--- config.mk ---
export PLATFORM = sky130hd
export DESIGN_NAME = sample_recorder
export DESIGN_NICKNAME = d
export VERILOG_FILES = /design/src/rtl/sample_recorder.sv
export SDC_FILE = /design/constraint.sdc
export NUM_CORES = 1
export LEC_CHECK = 0
export CAP_MARGIN = 20
export CORE_UTILIZATION = 37
export CTS_BUF_LIST = sky130_fd_sc_hd__clkbuf_8
export DETAILED_ROUTE_END_ITERATION = 6
export PLACE_DENSITY_LB_ADDON = 0.2
export SLEW_MARGIN = 5
export SYNTH_ARGS = -nofsm -noshare
export SYNTH_HDL_FRONTEND = slang
export SYNTH_SLANG_ARGS = --single-unit
--- constraint.sdc ---
create_clock -name clk50Mghz -period 3.7 [get_ports clk50Mghz]
set_input_delay 0.37 -clock clk50Mghz [delete_from_list [all_inputs] [get_ports clk50Mghz]]
set_output_delay 0.37 -clock clk50Mghz [all_outputs]
set_load 0.01 [all_outputs]
--- src/rtl/sample_recorder.sv ---
// -----------------------------------------------------------------------------
// sample_recorder
//
// Records a 4-bit sample stream into an external synchronous RAM at a fixed
// sample rate. It then plays the recording back in a continuous loop as the
// same 4-bit stream. This block is the writer-side companion of the ROM-based
// song player, and it drives the shared audio `data` bus.
//
// Parameters
//   TICK_DIV  clocks per sample period (4..65535)
//   DEPTH     RAM capacity in samples (<= 2**ADDR_W)
//   ADDR_W    RAM address width
//
// Ports
//   clk50Mghz  board clock; all logic runs on its rising edge
//   rst_n      asynchronous active-low reset
//   rec        record request level (asynchronous, synchronized here)
//   play       playback request level (asynchronous, synchronized here)
//   sample_in  sample to record; sampled on the tick cycle
//   mem_we     RAM write strobe, one clock per recorded sample
//   mem_addr   RAM address shared by writes and reads
//   mem_wdata  RAM write data
//   mem_rdata  RAM read data, valid in the clock after mem_addr changes
//   data       playback sample stream (0 when not playing)
//   length     number of valid recorded samples
//   busy       high while recording or playing
//   full       sticky: the last recording stopped because it reached DEPTH
// -----------------------------------------------------------------------------
module sample_recorder #(
  parameter int TICK_DIV = 6250,
  parameter int DEPTH    = 25630,
  parameter int ADDR_W   = 15
) (
  input  logic              clk50Mghz,
  input  logic              rst_n,
  input  logic              rec,
  input  logic              play,
  input  logic [3:0]        sample_in,
  output logic              mem_we,
  output logic [ADDR_W-1:0] mem_addr,
  output logic [3:0]        mem_wdata,
  input  logic [3:0]        mem_rdata,
  output logic [3:0]        data,
  output logic [ADDR_W-1:0] length,
  output logic              busy,
  output logic              full
);

  localparam int CNT_W = 16;
  localparam logic [CNT_W-1:0] TICK_LAST = CNT_W'(TICK_DIV - 1);
  // One extra bit so that "pointer+1 == DEPTH" works even when DEPTH == 2**ADDR_W.
  localparam logic [ADDR_W:0]  DEPTH_V   = (ADDR_W + 1)'(DEPTH);

  typedef enum logic [1:0] {
    S_IDLE   = 2'd0,
    S_RECORD = 2'd1,
    S_PLAY   = 2'd2
  } state_t;

  // ---------------------------------------------------------------------------
  // State
  // ---------------------------------------------------------------------------
  state_t              state_q,     state_d;
  logic [1:0]          rec_sync_q,  rec_sync_d;
  logic [1:0]          play_sync_q, play_sync_d;
  logic [CNT_W-1:0]    cnt_q,       cnt_d;
  logic [ADDR_W-1:0]   ptr_q,       ptr_d;
  logic [ADDR_W-1:0]   length_q,    length_d;
  logic                full_q,      full_d;
  logic                we_q,        we_d;
  logic [ADDR_W-1:0]   addr_q,      addr_d;
  logic [3:0]          wdata_q,     wdata_d;
  logic [3:0]          data_q,      data_d;
  // A playback read address went out on the previous edge; capture mem_rdata.
  logic                rd_pend_q,   rd_pend_d;
  // Set when a recording ends on DEPTH. It stops a still-held `rec` from
  // immediately starting a new recording over the one just made.
  logic                rec_block_q, rec_block_d;

  logic                rec_s;
  logic                play_s;
  logic                rec_go;
  logic                tick;
  logic [ADDR_W:0]     ptr_inc;
  logic [ADDR_W-1:0]   length_m1;

  assign rec_s     = rec_sync_q[1];
  assign play_s    = play_sync_q[1];
  assign rec_go    = rec_s & ~rec_block_q;
  assign tick      = (state_q != S_IDLE) && (cnt_q == TICK_LAST);
  assign ptr_inc   = {1'b0, ptr_q} + {{ADDR_W{1'b0}}, 1'b1};
  assign length_m1 = length_q - {{(ADDR_W-1){1'b0}}, 1'b1};

  // ---------------------------------------------------------------------------
  // Next-state and datapath logic
  // ---------------------------------------------------------------------------
  always_comb begin
    // NOTE: every signal gets a default before the case statement. If any
    //       branch left one unassigned, synthesis would infer a latch.
    state_d     = state_q;
    rec_sync_d  = {rec_sync_q[0], rec};
    play_sync_d = {play_sync_q[0], play};
    ptr_d       = ptr_q;
    length_d    = length_q;
    full_d      = full_q;
    we_d        = 1'b0;
    addr_d      = addr_q;
    wdata_d     = wdata_q;
    data_d      = data_q;
    rd_pend_d   = 1'b0;
    rec_block_d = rec_block_q & rec_s;

    unique case (state_q)
      S_IDLE: begin
        data_d = 4'h0;
        if (rec_go) begin
          state_d  = S_RECORD;
          ptr_d    = '0;
          length_d = '0;
          full_d   = 1'b0;
        end else if (play_s && (length_q != '0)) begin
          state_d = S_PLAY;
          ptr_d   = '0;
        end
      end

      S_RECORD: begin
        if (!rec_s) begin
          // A write strobe issued on an earlier tick is already on the bus
          // and finishes by itself. length keeps the count written so far.
          state_d = S_IDLE;
        end else if (tick) begin
          we_d     = 1'b1;
          addr_d   = ptr_q;
          wdata_d  = sample_in;
          ptr_d    = ptr_inc[ADDR_W-1:0];
          length_d = ptr_inc[ADDR_W-1:0];
          if (ptr_inc == DEPTH_V) begin
            // The final write and the return to IDLE happen on the same edge.
            full_d      = 1'b1;
            state_d     = S_IDLE;
            rec_block_d = 1'b1;
          end
        end
      end

      S_PLAY: begin
        if (rd_pend_q) begin
          data_d = mem_rdata;
        end
        if (rec_go) begin
          state_d  = S_RECORD;
          ptr_d    = '0;
          length_d = '0;
          full_d   = 1'b0;
          data_d   = 4'h0;
        end else if (!play_s) begin
          state_d = S_IDLE;
          data_d  = 4'h0;
        end else if (tick) begin
          addr_d    = ptr_q;
          rd_pend_d = 1'b1;
          ptr_d     = (ptr_q == length_m1) ? '0 : ptr_inc[ADDR_W-1:0];
        end
      end

      default: begin
        state_d = S_IDLE;
      end
    endcase

    // The tick counter restarts on every state change. Because of this, the
    // first sample of a run always lands TICK_DIV clocks after entry.
    if ((state_d != state_q) || (state_q == S_IDLE) || tick) begin
      cnt_d = '0;
    end else begin
      cnt_d = cnt_q + {{(CNT_W-1){1'b0}}, 1'b1};
    end
  end

  // ---------------------------------------------------------------------------
  // Registers
  // ---------------------------------------------------------------------------
  // NOTE: this block resets only the control state and the output registers.
  //       The sample memory is the external RAM, and nothing clears it. An
  //       old recording cannot be played because length returns to 0.
  always_ff @(posedge clk50Mghz or negedge rst_n) begin
    if (!rst_n) begin
      state_q     <= S_IDLE;
      rec_sync_q  <= 2'b00;
      play_sync_q <= 2'b00;
      cnt_q       <= '0;
      ptr_q       <= '0;
      length_q    <= '0;
      full_q      <= 1'b0;
      we_q        <= 1'b0;
      addr_q      <= '0;
      wdata_q     <= 4'h0;
      data_q      <= 4'h0;
      rd_pend_q   <= 1'b0;
      rec_block_q <= 1'b0;
    end else begin
      // NOTE: use non-blocking assignments here. Every flop then samples the
      //       value from before the edge, whatever order the lines are in.
      state_q     <= state_d;
      rec_sync_q  <= rec_sync_d;
      play_sync_q <= play_sync_d;
      cnt_q       <= cnt_d;
      ptr_q       <= ptr_d;
      length_q    <= length_d;
      full_q      <= full_d;
      we_q        <= we_d;
      addr_q      <= addr_d;
      wdata_q     <= wdata_d;
      data_q      <= data_d;
      rd_pend_q   <= rd_pend_d;
      rec_block_q <= rec_block_d;
    end
  end

  // ---------------------------------------------------------------------------
  // Outputs
  // ---------------------------------------------------------------------------
  assign mem_we    = we_q;
  assign mem_addr  = addr_q;
  assign mem_wdata = wdata_q;
  assign data      = data_q;
  assign length    = length_q;
  assign full      = full_q;
  assign busy      = (state_q != S_IDLE);

endmodule

* Yosys cells after proc, flatten, opt, wreduce, memory -nomap -nowiden
Cells that the tools add are included.
Storage, ports and cells: input bits 12, output and inout port bits 41, word-level logic and storage cells 97, flip-flop bits (word level) 79
Cells by class: add/subtract/negate cells 3, equal/unequal tests 16, bitwise gates (word level) 3, reductions and logical operators 18, mux-type cells 44
Operators by type and width (number):
- $mux W15 | 13
- $pmux W15 S2 | 2
- $pmux W15 S3 | 1
- $add A15 B1 Y16 const B | 1
- $add A16 B1 Y16 const B | 1
- $eq A16 B13 Y1 const B | 1
- $eq A16 B15 Y1 const B | 1
- $mux W16 | 1
- $eq A15 B15 Y1 | 1
- $reduce_bool A15 Y1 | 1
- $sub A15 B1 Y15 const B | 1
- $mux W1 | 14
- $mux W2 | 7
- $mux W4 | 3
- $ne A2 B2 Y1 const B | 5
- $ne A3 B3 Y1 const B | 3
- $pmux W4 S2 | 1
- $reduce_and A4 Y1 | 2
- $reduce_bool A2 Y1 | 4
- $pmux W2 S3 | 1
- $reduce_and A6 Y1 | 1
- $reduce_and A5 Y1 | 1
- $ne A4 B4 Y1 const B | 1
- $reduce_and A3 Y1 | 1
- other kinds (13) | 16

* Depth between registers and ports, before layout
word-level depth 10, mapped depth 11, mapped depth without buffers 9

* Worst setup path after synthesis
Ideal clock, no wire load.
path type register -> register, start reg state_q[0], end reg ptr_q[13], required time 3574 ps, cell stages (with the launch flop) 11, arrival time 2773 ps, buffers on the path 3, setup slack 801 ps, library setup time 126 ps, period minus slack after synthesis 2899 ps, cell sequence dfrtp_1 -> inv_1 -> ha_1 -> buf_2 -> or4_4 -> nor4_4 -> nor2_1 -> a311o_1 -> buf_2 -> buf_4 -> a221o_1
On the way: word-level cells in the longest chain between the ends 4, elaborated cells between the ends (all ways) 13, those cells by class eq/ne: 7; mux: 1; reduce/logical: 5
RTL lines:
- start, declared | RTL line 63 | state_t state_q, state_d;
- start signal, assigned | RTL line 205 | state_q <= state_d;
- $reduce_bool A2 Y1 | RTL line 90 | assign tick = (state_q != S_IDLE) && (cnt_q == TICK_LAST);
- $logic_and A1 B1 Y1 | RTL line 90
- $ne A3 B3 Y1 (no source line) or $ne A2 B2 Y1 (tied branches)
- $reduce_and A6 Y1 (no source line)
- end signal, assigned | RTL line 209 | ptr_q <= ptr_d;
- end, declared | RTL line 67 | logic [ADDR_W-1:0] ptr_q, ptr_d;
Several ways; a longest one is shown, not always the timed one. A chain may end at the register's enable or synchronous reset.

* Worst setup path after layout
start reg state_q[0], end reg ptr_q[5]
Same word-level chain as after synthesis.

==> results.ini <==
[power_and_ir_drop]
p_clk_frac = 0.315
p_int_mw = 1.744
p_comb_frac = 0.328
ir_worst_vdd_uv = 230.0
seqPwrFrac = 0.356
switching_share = 0.3542
switching_power_uw = 956.2
p_per_area_mw_per_mm2 = 487.3
p_leak_nw = 2.274

[floorplan]
die_y_um = 113.4
die_w_um = 113.4
initial_core_util = 0.3809
fp.coreArea_mm2 = 0.01206
num_rows = 40
num_io_pins = 53
die_area_mm2 = 0.01287

[setup_path]
r2r_cells = 8
crit_type = reg -> reg
end_kind = flop
required_ns = 3.94
arrival_ns = 3.31
cp_max_fo = 29
critPathLaunchType = flop

[timing]
maxSlewHeadroom = 0.5140
period_share = 0.8301
tightestPinTransition_ns = 0.7264
hold_violations = 0
setup-violations-final = 0
finalMaxSlewViolations = 0
rsz0062_at_grt = false
max_freq_mhz = 325.6
period_needed_ns = 3.071
worst_hold_slack_ns = 0.3538
skew_ns = 0.009826
tns_ns = 0

[route]
wl_um = 10990
ant_nets = 0
viasPerCell = 5.328
wl_per_cell_um = 16.19
drc = 0
vias = 3618
dr.first_iter.drc_count = 302
dr.pass1.iters = 5

[yosys]
synth-simple-area-share = 0.2285
synth_compound_gate_area_share = 0.1234
ys_dominant_reg_cell = dfrtp_1
synth.net_count = 488
synth_cells = 466
ys_ff_latch = 79
synth_top_family_by_area = simple AND/OR/NAND/NOR gates
synthAdderAreaFrac = 0.02723
synth_edf_count = 0
synth_seq_area_share = 0.4303
syn_area_per_cell_um2 = 9.859
synth_top_area_share = 0.4303
yosys_warnings = 0
muxShareOfSynthArea = 0.05801
yosysUniqueCellTypes = 56
synth_xor_area_frac = 0.08960
ys_top_cells_by_area = dfrtp_1 43%, mux2_2 5.1%, xnor2_1 5.0%, xor2_1 4.0%, nand2_1 3.8%
synthArstFlopShare = 1.000
synth_area_leader_cell = dfrtp_1
synth_area_mm2 = 0.004594

[placed_design]
io_buffers = 52
placedCellCount = 661
gp_congestion = 0.8121
post-dp-hpwl_um = 7667

[clock_network]
clk_path_buf_depth = 2
cts_root_buf = clkbuf_8
clock-sinks = 79
cts_tree = built
cts-htree-levels = 3
clk_pin_slew_ns = 0.08
clk_latency_ns = 0.36
cts_buffers = 9
postCtsSetupBuffers = 0

[final_layout]
n_antenna_cell = 0
layout_common_cells = 79 x dfrtp_1, 51 x clkdlybuf4s50_1, 47 x nand2_1, 29 x nor2_1
syn_to_final_growth_pct = 20.59
multiInputGateArea_mm2 = 0.002420
final_common_cell = dfrtp_1
final_nets = 528
final_cell_count_no_fill = 679
layout-drive-gt1-share = 0.1272
area.sequential_mm2 = 0.001977
nFillCells = 1160

[global_routing]
grt_max_degree = 80
grt_overflow = 0
grt_pass1_wl_um = 18570
grtUsageTotal = 0.1830
first_global_vias = 3567
antenna_found_initial = 0

[hold_path]
min_path_type = reg -> reg
holdPathStages = 0

[job]
cap_viol_max_count = 0

[status]
outcome = finished, final reports clean

## worst max-delay path: stages (launching register included)
cell     delay [ns]
dfrtp_1        0.48
inv_1          0.14
ha_1           0.34
or4_4          0.58
nor4_4         0.41
nor2_1         0.09
a311o_1        0.30
buf_4          0.23
a221o_1        0.37
## stage by stage
stage               worst slack (ns)  utilization  instance area (um2)  total power, mW
floorplan                     0.8006            -                 4594            1.628
global placement              0.7511       0.4339                 5234            1.851
detailed placement            0.6569       0.4339                 5234            1.863
CTS                           0.6297       0.4562                 5503            2.725
global route                  0.3821       0.4593                 5540            2.881
finish                        0.6285       0.4593                 5540            2.700
## worst paths after layout
path                                    startpoint                       to  slack (ns)
hold / removal             rec_sync_q[0]$_DFF_PN0_  rec_sync_q[1]$_DFF_PN0_        0.35
min in group asynchronous                    rst_n  mem_addr[8]$_DFFE_PN0P_        0.44
hold reg to reg            rec_sync_q[0]$_DFF_PN0_  rec_sync_q[1]$_DFF_PN0_        0.35
max in group asynchronous                    rst_n       cnt_q[5]$_DFF_PN0_        2.67
setup / recovery              state_q[0]$_DFF_PN0_     ptr_q[5]$_DFFE_PN0P_        0.63
setup reg to reg              state_q[0]$_DFF_PN0_     ptr_q[5]$_DFFE_PN0P_        0.63
## area by class of cell
cell class	count	share of cell area
clock inverter	7	0.02620
sequential	79	0.3568
clock buffer	9	0.02236
multi-input combinational	341	0.4368
tap	168	0.03794
timing repair buffer	62	0.1111
inverter	13	0.008808
## synth_stat cells, types with 5 or more instances
master / n
o31ai_1: 15
dfrtp_1: 79
buf_2: 11
a221o_1: 10
o21ai_0: 11
nand2_1: 47
inv_1: 13
and3_1: 6
nand3_1: 21
nor3_1: 26
mux2_2: 21
xnor2_1: 26
a21oi_1: 9
clkbuf_1: 17
nand2b_1: 6
xor2_1: 21
o211ai_1: 5
nand4_1: 10
ha_1: 10
nor2_1: 29
## power by group through the flow
stage / Sequential, mW / Combinational [mW] / Clock (mW)
CTS: 0.963 / 0.887 / 0.875
global placement: 0.979 / 0.872 / 0
global route: 0.970 / 0.992 / 0.918
detailed placement: 0.981 / 0.883 / 0
finish: 0.962 / 0.887 / 0.851
floorplan: 0.961 / 0.666 / 0
## logic make-up after synthesis
| logic type | count (synthesis) |
|---|---|
| simple gates | 187 |
| flops | 79 |
| compound gates | 73 |
| xor+xnor | 47 |
| buf+inv | 46 |
| mux | 24 |
| fa+ha+maj | 10 |
## layer usage
| metal | global-route usage | part of all wire |
|---|---|---|
| met3 | 0.03560 | 0.041 |
| met4 | 0.06404 | 0.016 |
| met1 | 0.2723 | 0.50 |
| met2 | 0.2642 | 0.45 |
| met5 | 0 | 0 |
## registers in the layout, indices dropped and copies added (netlist names)
name	flops
cnt_q	16
data	4
full	1
length	15
mem_addr	15
mem_wdata	4
mem_we	1
play_sync_q	2
ptr_q	15
rd_pend_q	1
rec_block_q	1
rec_sync_q	2
state_q	2
## timing repair
action                                 CTS  global route
endpoints found under the hold margin    0            14
hold buffers                             0             1
resized for setup                        0             0
(Power assumes the default switching activity.)
==> edit 1, RTL diff (same flow settings) <==
The localparam `CNT_W` goes from 16 to 24.
--- a/src/rtl/sample_recorder.sv
+++ b/src/rtl/sample_recorder.sv
@@ -47,5 +47,5 @@
 );
 
-  localparam int CNT_W = 16;
+  localparam int CNT_W = 24;
   localparam logic [CNT_W-1:0] TICK_LAST = CNT_W'(TICK_DIV - 1);
   // One extra bit so that "pointer+1 == DEPTH" works even when DEPTH == 2**ADDR_W.
Check against the original RTL: no difference found for any inputs over 10 cycles, from zero or initial values and one cycle with rst_n low; that may be too few to reach the edited logic, so the function may still have changed.
==> edit 1 against the unedited design <==
  * Combinational power rose by 18%
  * Worst setup slack got worse by 0.22 ns
  * Power rose by 5.9%
  * Clock power fell by 12%
  * Design area rose by 8.6%
  * Fmax shrank 6.7%
  * Largest cell class unchanged
  * Wire length rose by 13%
  * Area after synthesis rose by 12%
  * Sequential cell count up 8
  * Highest routed layer unchanged
  * Core utilization fell by 1.1 points
==> edit 1: results (changes against the unedited design) <==
Outcome:
- Result of the run: completed (unchanged).

Worst setup path:
- The highest-delay cell along the critical path is sky130_fd_sc_hd__dfrtp_1 (was sky130_fd_sc_hd__or4_4).
- The largest stage delay on the critical path came to 0.56 ns (was 0.58 ns).
- The worst-path maximum fanout was 30 (was 29).
- The arrival time of the worst setup path was 3.60 ns (was 3.31 ns).

Synth:
- Leading cell types by count after synthesis: sky130_fd_sc_hd__dfrtp_1, sky130_fd_sc_hd__nand2_1, sky130_fd_sc_hd__nand3_1 (was sky130_fd_sc_hd__dfrtp_1, sky130_fd_sc_hd__nand2_1, sky130_fd_sc_hd__nor2_1).
- The number of different library cells in the post-synthesis netlist came to 69 (was 56).
- The net count of the mapped netlist is 538 (was 488).
- Cell types occupying the most area after synthesis: sky130_fd_sc_hd__dfrtp_1, sky130_fd_sc_hd__xor2_1, sky130_fd_sc_hd__mux2_2 (was sky130_fd_sc_hd__dfrtp_1, sky130_fd_sc_hd__mux2_2, sky130_fd_sc_hd__xnor2_1).

Finish:
- The net count of the finished layout came to 579 (was 528).
- The count of fill cells added during filler insertion is 1,330 (was 1,160).
- The fraction of final layout cells sized beyond drive strength 1 is 0.1459 (was 0.1272).
- The flip-flop count of the largest register, all copies and words added was 24 (was 16).

STA:
- The relative slew slack was 0.4490 (was 0.5140).

Routing:
- The number of DRC markers after the initial detailed-route iteration was 287 (was 302).
- The final routed wire length divided by cell count came to 16.81 µm (was 16.19 µm).
- The total vias in the final route is 4,094 (was 3,618).

Power:
- The leakage dissipation came to 2.499 nW (was 2.274 nW).
- The post-route total power is 2.858 mW (was 2.700 mW).
- The net switching component of the power is 1.101 mW (was 0.9562 mW).
- The share of total power in sequential cells is 0.371 (was 0.356).
- The maximum VDD drop is 210.6 µV (was 230.0 µV).
- The part of the power in the clock network is 0.261 (was 0.315).

Placement:
- The global placer's final weighted congestion was 0.8856 (was 0.8121).
- The standard cell area after detailed placement is 5754 µm² (was 5234 µm²).
- The placed wire-length estimate was 8868 µm (was 7667 µm).

Global route:
- The first-pass GRT wire length was 20,620 µm (was 18,570 µm).
- The global router's overall resource usage is 0.1833 (was 0.1830).
- The pin count of the biggest net entering global routing is 88 (was 80).
[edit 1: cell count changes in the layout (fill, tap and decap cells not counted), moves of 6 or more]
cell,unedited run,this run
sky130_fd_sc_hd__dfrtp_1,79,87
sky130_fd_sc_hd__xor2_1,21,28
sky130_fd_sc_hd__a221o_1,10,0
sky130_fd_sc_hd__xnor2_1,26,19
sky130_fd_sc_hd__inv_1,13,19
sky130_fd_sc_hd__or4_1,4,11
sky130_fd_sc_hd__nor3_1,26,7
sky130_fd_sc_hd__o31ai_1,15,21
sky130_fd_sc_hd__nor2_2,0,20
sky130_fd_sc_hd__nand3_1,21,34
sky130_fd_sc_hd__a21oi_1,9,17
sky130_fd_sc_hd__nor4_1,4,10
[edit 1: path summary, 6_finish.rpt]
kind	end	cells past startpoint	from	slack, ns
max in group asynchronous	length[13]	3	rst_n	2.62
worst min-delay path	play_sync_q[1]	0	play_sync_q[0]	0.36
worst max-delay path	ptr_q[7]	10	state_q[0]	0.41
worst max register to register	ptr_q[7]	10	state_q[0]	0.41
min in group asynchronous	cnt_q[13]	2	rst_n	0.46
worst min register to register	play_sync_q[1]	0	play_sync_q[0]	0.36
[edit 1: routing by layer]
metal	up-vias	track usage	routed length (µm)
li1	1949	-	-
met5	-	0	0
met3	15	0.02757	728
met1	2017	0.2603	5849
met2	113	0.2759	5574
met4	0	0.07969	256
[edit 1: kinds of logic after synthesis]
| group | Yosys count | synth area share |
|---|---|---|
| simple gates | 209 | 0.2345 |
| mux | 24 | 0.05181 |
| buf+inv | 48 | 0.04670 |
| flops | 87 | 0.4233 |
| fa+ha+maj | 10 | 0.02432 |
| xor+xnor | 48 | 0.08319 |
| compound gates | 90 | 0.1362 |
[edit 1: cell type report]
type / count / share of cell area
Clock buffer: 10 / 0.02288
Sequential cell: 87 / 0.3620
Timing Repair Buffer: 60 / 0.09985
Clock inverter: 6 / 0.01415
Multi-Input combinational cell: 381 / 0.4533
Inverter: 18 / 0.01123
Tap cell: 176 / 0.03661
[edit 1: through the flow]
| step | hold slack (ns) | setup slack [ns] | util | instances |
|---|---|---|---|---|
| floorplan | 0.07441 | 0.7660 | - | 516 |
| global placement | 0.3358 | 0.5870 | 0.4294 | 720 |
| detailed placement | 0.3372 | 0.5045 | 0.4294 | 720 |
| CTS | 0.2487 | 0.4773 | 0.4460 | 736 |
| global route | 0.3763 | 0.2273 | 0.4488 | 738 |
| finish | 0.3602 | 0.4068 | 0.4488 | 738 |
[edit 1: critical path: cells and delay by family, from the launching register on]
kind                       cells  cell delay, ns
AOI/OAI and AO/OA              3            0.46
DFF                            1            0.56
buffers and inverters          2            0.45
and+or+nand+nor                4            1.41
adders and majority gates      1            0.34
==> edit 2, RTL diff (same settings) <==
Made on the original files. Encoding of `state_t`: now one-hot (3 bits for 3 states).
--- a/src/rtl/sample_recorder.sv
+++ b/src/rtl/sample_recorder.sv
@@ -52,8 +52,8 @@
   localparam logic [ADDR_W:0]  DEPTH_V   = (ADDR_W + 1)'(DEPTH);
 
-  typedef enum logic [1:0] {
-    S_IDLE   = 2'd0,
-    S_RECORD = 2'd1,
-    S_PLAY   = 2'd2
+  typedef enum logic [2:0] {
+    S_IDLE   = 3'b001,
+    S_RECORD = 3'b010,
+    S_PLAY   = 3'b100
   } state_t;
 
Check against the original RTL: no difference found for any inputs over 10 cycles, from zero or initial values and one cycle with rst_n low; not proved beyond that.
==> edit 2 against the unedited design <==
  * Core utilization is 0.46 points higher
  * Non-clock buffer count decreased by 3
  * Worst setup slack got worse by 0.076 ns
  * Wire length fell by 10%
  * Sequential share of layout area increased by 3.6 points
  * Area after synthesis fell by 8.2%
  * Sequential cell count is 1 higher
  * Design area down 8.0%
  * Via count fell by 8.3%
  * Die area shrank 8.1%
  * Worst hold slack better by 0.00057 ns
Power is not compared: it rests on default switching activity, and its combinational part moved more than twofold at a synthesized area within 25%.
==> edit 2: results (changes against the unedited design) <==
Worst setup path:
- The capture point of the worst path is ptr_q[0] (was ptr_q[5]).
- The path depth of the worst reg2reg path is 10 (was 8).
- The highest-delay cell along the critical path is sky130_fd_sc_hd__nor3b_1 (was sky130_fd_sc_hd__or4_4).
- The worst-path maximum fanout is 15 (was 29).
- The arrival time of the worst setup path was 3.40 ns (was 3.31 ns).
- The largest stage delay on the critical path came to 0.54 ns (was 0.58 ns).
- The timing startpoint of the critical path is length[0] (was state_q[0]).

Routing:
- The met3 wire length is 371 µm (was 451 µm).
- The wire length on met2 came to 4435 µm (was 4915 µm).
- The number of DRC markers after the initial detailed-route iteration is 114 (was 302).
- The detailed-routing wirelength on met1 is 4866 µm (was 5454 µm).

Synth:
- The sequential fraction of the synthesis area is 0.4751 (was 0.4303).
- The net count of the mapped netlist is 453 (was 488).
- Leading cell types by count after synthesis: sky130_fd_sc_hd__dfrtp_1, sky130_fd_sc_hd__nand2_1, sky130_fd_sc_hd__nor2_1 (unchanged).

Finish:
- The net count of the finished layout was 503 (was 528).
- The count of fill cells added during filler insertion is 1,055 (was 1,160).

STA:
- The relative slew slack is 0.5491 (was 0.5140).
- The setup slack of the critical path after layout came to 0.5523 ns (was 0.6285 ns).
- The clock skew after layout is 0.008094 ns (was 0.009826 ns).

Placement:
- The global placer's final weighted congestion was 0.8940 (was 0.8121).
- The placed wire-length estimate came to 6900 µm (was 7667 µm).

Outcome:
- Result of the run: completed (unchanged).

Global route:
- The via count of the first global-routing pass is 3,208 (was 3,567).
- The pin count of the biggest net entering global routing is 81 (was 80).
- The global router's overall resource usage was 0.1842 (was 0.1830).
- The first-pass GRT wire length is 16,640 µm (was 18,570 µm).
edit 2: cell types whose count changed after synthesis, moves of 5 or more:
cell and delta:
sky130_fd_sc_hd__buf_2 -8, sky130_fd_sc_hd__nand3_1 +20, sky130_fd_sc_hd__a21oi_1 -5, sky130_fd_sc_hd__nor3_1 -17, sky130_fd_sc_hd__mux2_2 -5, sky130_fd_sc_hd__o211ai_1 -5, sky130_fd_sc_hd__a22o_1 +5, sky130_fd_sc_hd__o21ai_0 +12
sky130_fd_sc_hd__a221o_1 -8, sky130_fd_sc_hd__nor2_1 +13
edit 2: cells by family after synthesis:
kind of cell / Yosys count / synth area share
adders and majority gates: 6 / 0.01780
DFF: 80 / 0.4751
buffers and inverters: 33 / 0.03294
xor gates and xnor gates: 44 / 0.09139
and+or+nand+nor: 188 / 0.2237
muxes: 17 / 0.04510
AOI/OAI and AO/OA: 67 / 0.1140
edit 2: power groups by stage:
stage / Combinational, mW / Clock, mW / Sequential [mW]
floorplan: 0.139 / 0 / 0.921
global placement: 0.197 / 0 / 0.935
detailed placement: 0.201 / 0 / 0.936
CTS: 0.202 / 0.678 / 0.918
global route: 0.229 / 0.715 / 0.923
finish: 0.205 / 0.655 / 0.918
edit 2: per-stage QoR:
stage               std cells  hold slack [ns]
global route              630           0.3750
detailed placement        612           0.3418
CTS                       628           0.2254
global placement          612           0.3367
floorplan                 435          0.07441
finish                    630           0.3544
edit 2: final cells by class:
class,count,area (µm²),share of cell area
multi-input combinational,322,2074,0.4072
sequential,80,2003,0.3932
timing repair buffer,59,593.1,0.1164
tap,140,175.2,0.03438
clock buffer,11,151.4,0.02972
clock inverter,5,48.80,0.009578
inverter,13,48.80,0.009578
edit 2: timing repair:
action                     in CTS  in global routing
hold buffers                    0                  1
setup endpoints to repair       0                  0
hold endpoints to repair        0                 29
